### config.mk
export PLATFORM = sky130hd
export DESIGN_NAME = nibble_frame_rx
export DESIGN_NICKNAME = d
export VERILOG_FILES = /design/src/rtl/nibble_frame_rx.sv
export SDC_FILE = /design/constraint.sdc
export NUM_CORES = 1
export LEC_CHECK = 0
export ABC_AREA = 1
export CAP_MARGIN = 25
export CORE_MARGIN = 5
export CORE_UTILIZATION = 55
export CTS_CLUSTER_DIAMETER = 80
export CTS_CLUSTER_SIZE = 24
export DETAILED_ROUTE_END_ITERATION = 10
export PLACE_DENSITY = 0.86
export SLEW_MARGIN = 20
export SYNTH_ARGS = -nofsm -noshare
export SYNTH_HDL_FRONTEND = slang
export SYNTH_SLANG_ARGS = --single-unit
### constraint.sdc
create_clock -name clk -period 4.7 [get_ports clk]
set_input_delay 1.175 -clock clk [delete_from_list [all_inputs] [get_ports clk]]
set_output_delay 1.175 -clock clk [all_outputs]
set_load 0.02 [all_outputs]
### src/rtl/nibble_frame_rx.sv
// Receive end of the 32-nibble frame stream: assembles 32 data nibbles into a
// 128-bit frame, checks the optional trailing parity nibble and keeps frame statistics.
module nibble_frame_rx #(
    parameter int PARITY_EN = 1,
    parameter int CNT_W     = 8
) (
    input  logic                        clk,
    input  logic                        rst_n,
    input  logic                        in_valid,
    output logic                        in_ready,
    input  logic [3:0]                  in_data,
    input  logic                        in_last,
    output logic                        frame_valid,
    input  logic                        frame_ready,
    output logic [3:0][2:3][3:0][1:4]   frame_data,
    output logic [1:0]                  frame_err,
    output logic [CNT_W-1:0]            good_cnt,
    output logic [CNT_W-1:0]            err_cnt
);

    typedef enum logic [1:0] {COLLECT, PARITY, DRAIN, HOLD} state_t;

    localparam logic [1:0] ERR_OK    = 2'b00;
    localparam logic [1:0] ERR_PAR   = 2'b01;
    localparam logic [1:0] ERR_FRAME = 2'b10;

    state_t       state;
    logic [4:0]   k;
    logic [3:0]   parity;
    logic [127:0] data_q;
    logic         accept;
    logic         enter_hold;
    logic [1:0]   hold_err;

    assign in_ready    = (state != HOLD);
    assign frame_valid = (state == HOLD);
    assign accept      = in_valid && in_ready;
    // Flat storage: nibble k lands at bits [127-4k -: 4]; the packed view
    // makes element index 1 of each nibble its MSB.
    assign frame_data  = data_q;

    // Decode of the terminating nibble: whether this edge enters HOLD, and
    // with which error code. Shared by the FSM and the statistics counters.
    always_comb begin
        enter_hold = 1'b0;
        hold_err   = ERR_FRAME;
        if (accept && in_last) begin
            case (state)
                COLLECT: begin
                    enter_hold = 1'b1;
                    hold_err   = (k == 5'd31 && PARITY_EN == 0) ? ERR_OK : ERR_FRAME;
                end
                PARITY: begin
                    enter_hold = 1'b1;
                    hold_err   = (in_data == parity) ? ERR_OK : ERR_PAR;
                end
                DRAIN: begin
                    enter_hold = 1'b1;
                    hold_err   = ERR_FRAME;
                end
                default: ;
            endcase
        end
    end

    // NOTE: all state below uses non-blocking assignments so every register
    // samples pre-edge values; blocking here would chain updates within one edge.
    always_ff @(posedge clk or negedge rst_n) begin
        if (!rst_n) begin
            state     <= COLLECT;
            k         <= '0;
            parity    <= '0;
            data_q    <= '0;
            frame_err <= ERR_OK;
            good_cnt  <= '0;
            err_cnt   <= '0;
        end else begin
            if (enter_hold) begin
                state     <= HOLD;
                frame_err <= hold_err;
                if (hold_err == ERR_OK) begin
                    if (good_cnt != '1) good_cnt <= good_cnt + CNT_W'(1);
                end else begin
                    if (err_cnt != '1) err_cnt <= err_cnt + CNT_W'(1);
                end
            end

            case (state)
                COLLECT: begin
                    if (accept) begin
                        data_q[7'd127 - {k, 2'b00} -: 4] <= in_data;
                        parity <= parity ^ in_data;
                        k      <= k + 5'd1;
                        if (!in_last && k == 5'd31)
                            state <= (PARITY_EN != 0) ? PARITY : DRAIN;
                    end
                end
                PARITY: begin
                    if (accept && !in_last) state <= DRAIN;
                end
                DRAIN: ;
                HOLD: begin
                    // Release clears the frame so the next one starts from zeros.
                    if (frame_ready) begin
                        state     <= COLLECT;
                        data_q    <= '0;
                        parity    <= '0;
                        k         <= '0;
                        frame_err <= ERR_OK;
                    end
                end
                default: state <= COLLECT;
            endcase
        end
    end

endmodule

==> results of run 1 <==
routing by layer:
| layer | part of all wire (%) | vias to the layer above |
|---|---|---|
| li1 | - | 3094 |
| met1 | 41 | 3207 |
| met2 | 48 | 381 |
| met3 | 9.0 | 44 |
| met4 | 2.0 | 0 |
| met5 | 0 | - |
stage by stage:
| stage | setup slack [ns] | area [sq um] | hold WS [ns] |
|---|---|---|---|
| 6_report | 1.403 | 9311 | 0.4895 |
| 5_1_grt | 1.336 | 9311 | 0.5082 |
| 4_1_cts | 1.397 | 9311 | 0.4920 |
| 3_5_place_dp | 1.521 | 8765 | 0.4658 |
| 3_3_place_gp | 1.628 | 8765 | 0.4679 |
| 2_1_floorplan | 2.221 | 7084 | 0.5648 |
flip-flops by register name, summed over array words and instances (netlist names):
signal	count
good_cnt	8
state	2
parity	4
err_cnt	8
frame_err	2
frame_data	128
k	5
power by group through the flow:
| stage | Sequential (mW) | Combinational [mW] | Clock (mW) |
|---|---|---|---|
| detailed placement | 1.79 | 1.73 | 0 |
| finish | 1.77 | 1.78 | 1.29 |
| global route | 1.80 | 1.94 | 1.36 |
| floorplan | 1.89 | 1.02 | 0 |
| global placement | 1.78 | 1.69 | 0 |
| CTS | 1.77 | 1.77 | 1.29 |
worst max-delay path: cells and delay by family (launching register included):
family     cells  cell delay, ns
flops          1            0.38
fa+ha+maj      1            0.19
buf+inv        2            1.12
worst min-delay path by stage:
stage                                     start                          end  slack (ns)  cells past startpoint
finish              frame_data[111]$_DFFE_PN0P_  frame_data[111]$_DFFE_PN0P_        0.49                      2
global route        frame_data[118]$_DFFE_PN0P_  frame_data[118]$_DFFE_PN0P_        0.51                      2
CTS                  frame_data[90]$_DFFE_PN0P_   frame_data[90]$_DFFE_PN0P_        0.49                      2
detailed placement    frame_data[3]$_DFFE_PN0P_    frame_data[3]$_DFFE_PN0P_        0.47                      2
global placement    frame_data[109]$_DFFE_PN0P_  frame_data[109]$_DFFE_PN0P_        0.47                      2
floorplan                 parity[0]$_DFFE_PN0P_        parity[0]$_DFFE_PN0P_        0.56                      3
layout make-up:
class / count / area (sq um)
clock buffer: 23 / 457.9
fill: 936 / 3308
tap: 172 / 215.2
multi-input combinational: 629 / 2875
clock inverter: 9 / 88.84
inverter: 38 / 145.1
timing repair buffer: 161 / 1600
sequential: 157 / 3929
cells in the final DEF (no fill, tap or decap):
master / n
o21ai_0: 91
o22ai_1: 5
a21oi_2: 1
xor2_1: 4
nor2_1: 49
nand3_1: 29
buf_4: 5
clkdlybuf4s50_1: 155
nand4_1: 12
ha_1: 13
clkbuf_16: 17
nor2_4: 5
clkbuf_1: 5
clkbuf_8: 1
bufinv_16: 1
inv_4: 1
nor3_1: 13
a21oi_1: 4
nand3_2: 2
nand2_2: 2
buf_6: 1
inv_6: 1
nor2_2: 3
clkinvlp_4: 6
inv_2: 3
o21ai_1: 58
clkinv_2: 1
a211oi_1: 1
dfrtp_1: 157
inv_1: 34
a31oi_1: 1
xnor2_1: 2
or2_2: 1
nand2_1: 331
nand3b_1: 2
kinds of logic (layout without fill, tap and decap cells):
family | after synthesis | count (layout)
AO/OA/AOI/OAI | 161 | 161
XOR/XNOR | 6 | 6
adder cells (fa/ha/maj) | 13 | 13
buffers and inverters | 62 | 231
flip-flops | 157 | 157
AND/OR/NAND/NOR | 449 | 449
==> flow_metrics.tcl, run 1 <==
set metrics [dict create \
    syn-num-nets 870 \
    pin_count 157 \
    p_seq_share_pct 36.6 \
    hpwl_mm 14.21 \
    dr.pass1.iters 6 \
    cts_root_buffer "clkbuf_16" \
    cts_htree_levels 4 \
    portBuffers 156 \
    yosys-top-cells-area "dfrtp_1 55%, nand2_1 18%, o21ai_0 6.4%, o21ai_1 4.1%, nor2_1 2.6%" \
    wirelength_mm 20.45 \
    grt_util_all_layers_pct 27.66 \
    grt_pass1_vias 6546 \
    syn_area_sq_um 7084 \
    tns_ns 0 \
    cp-endpoint "frame_valid" \
    r2r_end "frame_data[74]$_DFFE_PN0P_" \
    start_kind "flip-flop" \
    crit_path_end_kind "output pin" \
    cp_max_fo 37 \
    synthAdderAreaFrac_pct 2.296 \
    peakVddDrop_uv 275.1 \
    viasPerCell 5.657 \
    worstReg2RegStart "state[0]$_DFF_PN0_" \
    clk_pin_slew_worst_paths_ns 0.06 \
    cts_tree "done" \
    path_cells "ha_1 > buf_4 > clkdlybuf4s50_1" \
    worstMarginPinSlew_ns 0.8057 \
    die_h_um 123.5 \
    p_per_area_nw_per_um2 519.9 \
    synth_common_cells "331 x nand2_1, 157 x dfrtp_1, 91 x o21ai_0, 58 x o21ai_1, 49 x nor2_1" \
    rsz0062_at_grt "no" \
    slowest_stage "clkdlybuf4s50_1" \
    max_stage_delay_ns 0.70 \
    synth_edf_count 0 \
    yosys.area_share.simple_pct 25.98 \
    busiest_layer "met2" \
    grtUsageMet1_pct 36.32 \
    hp-class "flip-flop to flip-flop" \
    cts-buffers-inserted 17 \
    grtUsageMet2_pct 44.82 \
    final-hold-violation-count 0 \
    yosysWarnings 0 \
    p_clk_share_pct 26.6 \
    regToRegSetupSlack_ns 2.24 \
    grt_util_met3_pct 7.091 \
    yosysTopAreaCellShare_pct 55.46 \
    grt_max_degree 89 \
    post_drt_wl_per_cell_um 17.20 \
    ys_types 29 \
    initial_core_util_pct 56.14 \
    synth_largest_area_cell "dfrtp_1" \
    worstSkewPairLatency_ns 0.43 \
    max_slew_margin_pct 46.29 \
    cts_hold_buffers 0 \
    cts_resized 0 \
    antenna_left 0 \
    synth_top_family_by_area "simple AND/OR/NAND/NOR gates" \
    antenna_found_initial 0 \
    synthArstFlopShare_pct 100.0 \
    overflow 0 \
    syn_inst 848 \
    areaGrowthSynthToFinish_pct 31.44 \
    yosys_most_used_dff "dfrtp_1" \
    cap_viol_max_count 0 \
    worst_r2r_path_depth 10 \
    syn_avg_cell_area_sq_um 8.354 \
    place_congestion 0.9574 \
    drc 0 \
    cts.sinks 157 \
    skew_ns 0.009185 \
    crit_arrival_ns 2.12 \
    startpoint "state[0]$_DFF_PN0_" \
    ys_ff_latch 157 \
    die_area_sq_um 15250 \
    muxShareOfSynthArea_pct 0 \
    rows 41 \
    p_int_mw 2.888 \
    max_freq_mhz 303.3 \
    synthXorXnorAreaFrac_pct 0.7418 \
    switching_share_pct 40.34 \
    drtIter0Drc 737 \
    combPwrFrac_pct 36.8 \
    finalNetCount 1026 \
    yosysMostFrequentCell "nand2_1" \
    postCtsSetupRepairBufs 0 \
    finalMaxSlewViolations 0 \
    placed_cells 1157 \
    diodes 0 \
    final_util_pct 73.79 \
    cp.required_ns 3.52 \
    synth_compound_area_share_pct 11.57 \
    leakagePower_nw 4.174 \
    finalCriticalPeriod_ns 3.297 \
    dieWidth_um 123.5 \
    final_cells 1189 \
    status "finished clean" \
    power.switching_mw 1.953 \
    grt_pass1_wl_mm 32.95 \
    power_mw 4.841 \
    timing.final.crit_share_pct 70.15 \
    crit_type "flip-flop to output pin" \
    design.core.area_sq_um 12620 \
    vias 6726 \
    drive_above_1_share_pct 5.015 \
    finalSetupViolations 0 \
    clk_path_buf_depth 2 \
    seq_area_frac_synth_pct 55.46 \
]
No activity file was read; power rests on OpenSTA's default activity.
==> inputs of run 2 (changes only) <==
--- a/config.mk
+++ b/config.mk
@@ -8,11 +8,11 @@
 export ABC_AREA = 1
 export CAP_MARGIN = 25
 export CORE_MARGIN = 5
-export CORE_UTILIZATION = 55
+export CORE_UTILIZATION = 51
 export CTS_CLUSTER_DIAMETER = 80
 export CTS_CLUSTER_SIZE = 24
 export DETAILED_ROUTE_END_ITERATION = 10
-export PLACE_DENSITY = 0.86
+export PLACE_DENSITY = 0.81
 export SLEW_MARGIN = 20
 export SYNTH_ARGS = -nofsm -noshare
 export SYNTH_HDL_FRONTEND = slang
==> constraint.sdc (replaced) <==
create_clock -name clk -period 3.35 [get_ports clk]
set_input_delay 0.8375 -clock clk [delete_from_list [all_inputs] [get_ports clk]]
set_output_delay 0.8375 -clock clk [all_outputs]
set_load 0.02 [all_outputs]
==> run 2 against run 1 <==
Non-clock buffer count down 1. Worst setup slack worse by 0.89 ns. Via count is 3.8% lower. Register-to-register slack worse by 1.2 ns. Cell count up 0.59%. Clock-buffer cell count fell by 4. Critical path depth did not move. Highest routed layer unchanged. Die area is 7.2% higher. First-iteration DRC count down 17%. Sequential cell count did not move.
==> flow_metrics.tcl, run 2 (same netlist as run 1, synthesis figures left out) <==
set metrics [dict create \
    status "finished clean" \
    finalMaxSlewViolations 0 \
    cap_viol_max_count 0 \
    mostFrequentLayoutCells "331 x nand2_1, 157 x dfrtp_1, 155 x clkdlybuf4s50_1" \
    final-hold-violation-count 0 \
    hold_ws_ns 0.3565 \
    diodes 0 \
    worstSkewPairLatency_ns 0.43 \
    viasPerCell 5.412 \
    cts_htree_levels 4 \
    nFillCells 1104 \
    pin_count 157 \
    design_area_sq_um 9430 \
    wirelength_mm 19.72 \
    hp-class "input pin to asynchronous set/reset pin" \
    areaGrowthSynthToFinish_pct 33.12 \
    grt_pass1_vias 6261 \
    die_area_sq_um 16350 \
    place_area_sq_um 8792 \
    start_kind "flip-flop" \
    antenna_found_initial 0 \
    rsz0062_at_grt "no" \
    leakagePower_nw 4.244 \
    cts.sinks 157 \
    tns_ns 0 \
    cp.required_ns 2.51 \
    vias 6473 \
    clk_path_buf_depth 2 \
    grt_max_degree 77 \
    worst_r2r_path_depth 8 \
    clk_pin_slew_worst_paths_ns 0.06 \
    r2r_end "good_cnt[0]$_DFFE_PN0P_" \
    worstReg2RegStart "state[0]$_DFF_PN0_" \
    dr.pass1.iters 5 \
    layout.area.seq_sq_um 3929 \
    cts_tree "done" \
    hpwl_mm 14.07 \
    worstMarginPinSlew_ns 0.7639 \
    drc 0 \
    drtIter0Drc 612 \
    grt_util_all_layers_pct 24.62 \
    max_freq_mhz 352.2 \
    skew_ns 0.01103 \
    antenna_left 0 \
    drive_above_1_share_pct 5.315 \
    portBuffers 156 \
    crit_arrival_ns 2.00 \
    grt_pass1_wl_mm 32.11 \
    finalCriticalPeriod_ns 2.839 \
    timing.final.crit_share_pct 84.75 \
    initial_core_util_pct 51.44 \
    final_cells 1196 \
    crit_type "flip-flop to output pin" \
    dieWidth_um 127.9 \
    cts-buffers-inserted 17 \
    postCtsSetupRepairBufs 0 \
    cts_resized 0 \
    cp_max_fo 15 \
    rows 43 \
    cts_hold_buffers 0 \
    place_congestion 0.8350 \
    multi_input_comb_area_sq_um 2875 \
    placed_cells 1164 \
    largest_reg_flops 128 \
    crit_path_end_kind "output pin" \
    regToRegSetupSlack_ns 1.00 \
    finalSetupViolations 0 \
    post_drt_wl_per_cell_um 16.49 \
    final_common_cell "nand2_1" \
    final_util_pct 68.47 \
    peakVddDrop_uv 556.4 \
    finalNetCount 1025 \
    max_slew_margin_pct 49.07 \
    die_h_um 127.9 \
    overflow 0 \
    cts_root_buffer "clkbuf_16" \
    design.core.area_sq_um 13770 \
    p_per_area_nw_per_um2 750.9 \
]
[run 2: worst max-delay path by stage]
stage | start | end | slack [ns]
after floorplan | state[0]$_DFF_PN0_ | in_ready | 1.21
after global placement | in_data[3] | good_cnt[1]$_DFFE_PN0P_ | 0.69
after detailed placement | in_valid | frame_data[107]$_DFFE_PN0P_ | 0.67
after CTS | state[0]$_DFF_PN0_ | in_ready | 0.50
after global routing | state[1]$_DFF_PN0_ | in_ready | 0.43
final | state[0]$_DFF_PN0_ | in_ready | 0.51
[run 2: cell type report]
cell class	count	share of cell area, %
Sequential cell	157	41.66
Tap cell	180	2.388
Clock buffer	19	4.697
Inverter	38	1.539
Clock inverter	13	2.070
Multi-Input combinational cell	629	30.49
Timing Repair Buffer	160	17.16
[run 2: power by group]
group          leakage (nW)  total [mW]  switching (mW)  internal, mW
Clock                 0.312        2.10           0.766          1.33
Sequential             2.16        2.48           0.297          2.18
Combinational          1.77        2.51            1.66         0.848
Total                  4.24        7.08            2.72          4.36
[run 2: metrics by stage]
| step | power, mW | setup slack [ns] |
|---|---|---|
| 2_1_floorplan | 4.072 | 1.208 |
| 6_report | 7.081 | 0.5110 |
| 4_1_cts | 7.079 | 0.5008 |
| 5_1_grt | 7.424 | 0.4289 |
| 3_3_place_gp | 4.913 | 0.6935 |
| 3_5_place_dp | 4.974 | 0.6661 |
[run 2: worst max-delay path, cell delays in order, from the launching register on]
cell	delay, ns
dfrtp_1	0.40
ha_1	0.25
inv_2	0.26
clkdlybuf4s50_1	0.67
[run 2: metal layers]
metal	global-route usage (%)	wire, um	share of wire, %
met5	0	0	0
met3	6.833	1488	7.5
met4	7.928	293	1.5
met1	33.07	8456	43
met2	39.00	9478	48
==> inputs of run 3 (changes only) <==
--- a/config.mk
+++ b/config.mk
@@ -8,11 +8,11 @@
 export ABC_AREA = 1
 export CAP_MARGIN = 25
 export CORE_MARGIN = 5
-export CORE_UTILIZATION = 51
+export CORE_UTILIZATION = 46
 export CTS_CLUSTER_DIAMETER = 80
 export CTS_CLUSTER_SIZE = 24
 export DETAILED_ROUTE_END_ITERATION = 10
-export PLACE_DENSITY = 0.81
+export PLACE_DENSITY = 0.77
 export SLEW_MARGIN = 20
 export SYNTH_ARGS = -nofsm -noshare
 export SYNTH_HDL_FRONTEND = slang
==> constraint.sdc (replaced) <==
create_clock -name clk -period 2.33 [get_ports clk]
set_input_delay 0.5825 -clock clk [delete_from_list [all_inputs] [get_ports clk]]
set_output_delay 0.5825 -clock clk [all_outputs]
set_load 0.02 [all_outputs]
==> run 3 against run 2 <==
Combinational power grew 51%. Routed wire length is essentially flat. Clock skew shrank 0.0055 ns. Via count shrank 0.11%. Clock-buffer cell count grew 7. Sequential cell count is the same. Sequential power grew 42%. Sequential share of layout area shrank 0.41 points. Core utilization shrank 5.6 points.
==> flow_metrics.tcl, run 3 (same netlist as run 1, synthesis figures left out) <==
set metrics [dict create \
    status "finished clean" \
    antenna_found_initial 0 \
    cp.required_ns 1.75 \
    finalSetupViolations 0 \
    grt_pass1_wl_mm 32.17 \
    crit_path_end_kind "output pin" \
    crit_arrival_ns 1.59 \
    design_area_sq_um 9524 \
    portBuffers 156 \
    post_drt_wl_per_cell_um 16.24 \
    path_cells "clkdlybuf4s50_1" \
    hp-class "input pin to asynchronous set/reset pin" \
    grt_util_all_layers_pct 22.25 \
    r2r_end "frame_data[100]$_DFFE_PN0P_" \
    cp-endpoint "err_cnt[4]" \
    overflow 0 \
    regToRegSetupSlack_ns 0.23 \
    cts.sinks 157 \
    path_depth 1 \
    tns_ns 0 \
    design.core.area_sq_um 15150 \
    worstMarginPinSlew_ns 0.6417 \
    worst_r2r_path_depth 5 \
    peakVddDrop_uv 917.3 \
    drtIter0Drc 532 \
    max_stage_delay_ns 0.66 \
    finalNetCount 1036 \
    clk_path_buf_depth 2 \
    finalMaxSlewViolations 0 \
    max_slew_margin_pct 57.06 \
    max_freq_mhz 459.8 \
    initial_core_util_pct 46.77 \
    cts_root_buffer "clkbuf_16" \
    drive_above_1_share_pct 5.945 \
    startpoint "err_cnt[4]$_DFFE_PN0P_" \
    skew_ns 0.005557 \
    place_congestion 0.8710 \
    crit_type "flip-flop to output pin" \
    die_area_sq_um 17980 \
    grt_pass1_vias 6150 \
    leakagePower_nw 4.312 \
    cap_viol_max_count 0 \
    antenna_left 0 \
    dieWidth_um 134.1 \
    clk_pin_slew_worst_paths_ns 0.06 \
    timing.final.crit_share_pct 93.35 \
    vias 6466 \
    worstReg2RegStart "state[0]$_DFF_PN0_" \
    place_area_sq_um 8910 \
    diodes 0 \
    hpwl_mm 14.40 \
    rows 45 \
    start_kind "flip-flop" \
    p_per_area_nw_per_um2 1068 \
    cts_htree_levels 4 \
    slowest_stage "clkdlybuf4s50_1" \
    pin_count 157 \
    final-hold-violation-count 0 \
    finalCriticalPeriod_ns 2.175 \
    worstSkewPairLatency_ns 0.42 \
    largest_reg_flops 128 \
    viasPerCell 5.326 \
    rsz0062_at_grt "no" \
    mostFrequentLayoutCells "331 x nand2_1, 157 x dfrtp_1, 153 x clkdlybuf4s50_1" \
    areaGrowthSynthToFinish_pct 34.44 \
    cts_tree "done" \
    grt_max_degree 55 \
    drc 0 \
    final_common_cell "nand2_1" \
    dr.pass1.iters 5 \
    die_h_um 134.1 \
    cp_max_fo 9 \
    crit_buf_inv 1 \
    path_delay_family "buffers and inverters" \
    cts-buffers-inserted 17 \
    nFillCells 1230 \
    wirelength_mm 19.71 \
]
[run 3: final cells by class]
cell class | count | area [sq um] | area share (%)
inverters | 38 | 145.1 | 1.524
well taps | 188 | 235.2 | 2.470
repair buffers | 171 | 1727 | 18.13
clock buffers | 26 | 509.2 | 5.347
flip-flops and latches | 157 | 3929 | 41.25
multi-input cells | 629 | 2875 | 30.19
clock inverters | 5 | 103.9 | 1.090
[run 3: routing by layer]
layer	part of all wire, %	up-vias	wire length, um	track usage (%)
li1	-	3118	-	-
met1	44	3075	8691	30.36
met2	47	242	9322	35.32
met3	6.7	31	1320	5.251
met4	1.9	0	377	7.353
met5	0	-	0	0
[run 3: worst min path at each step]
stage | startpoint | end | slack, ns
floorplan | rst_n | err_cnt[0]$_DFFE_PN0P_ | 0.29
global placement | frame_data[120]$_DFFE_PN0P_ | frame_data[120]$_DFFE_PN0P_ | 0.47
detailed placement | frame_data[3]$_DFFE_PN0P_ | frame_data[3]$_DFFE_PN0P_ | 0.46
CTS | rst_n | frame_data[106]$_DFFE_PN0P_ | 0.13
global route | rst_n | frame_data[21]$_DFFE_PN0P_ | 0.15
finish | rst_n | frame_data[106]$_DFFE_PN0P_ | 0.12
[run 3: per-stage QoR]
stage / instances / setup WS (ns) / power [mW] / util, % / hold WS, ns
2_1_floorplan: 848 / 0.4432 / 5.854 / - / 0.2869
3_3_place_gp: 1183 / 0.1339 / 7.246 / 58.83 / 0.4670
3_5_place_dp: 1183 / 0.08043 / 7.304 / 58.83 / 0.4639
4_1_cts: 1214 / 0.01521 / 10.21 / 62.87 / 0.1346
5_1_grt: 1214 / 0.05641 / 10.76 / 62.88 / 0.1540
6_report: 1214 / 0.1550 / 10.17 / 62.88 / 0.1209
[run 3: timing repair]
item | in CTS | in global routing
hold buffers | 0 | 0
setup endpoints to repair | 1 | 1
gates resized for setup | 1 | 1
buffers inserted | 0 | 0
[run 3: power breakdown]
part	total (mW)	switching [mW]	internal (mW)	leakage, nW
sequential	3.51	0.377	3.13	2.16
combinational	3.78	2.43	1.35	1.85
clock	2.88	1.05	1.82	0.301
total	10.2	3.86	6.31	4.31
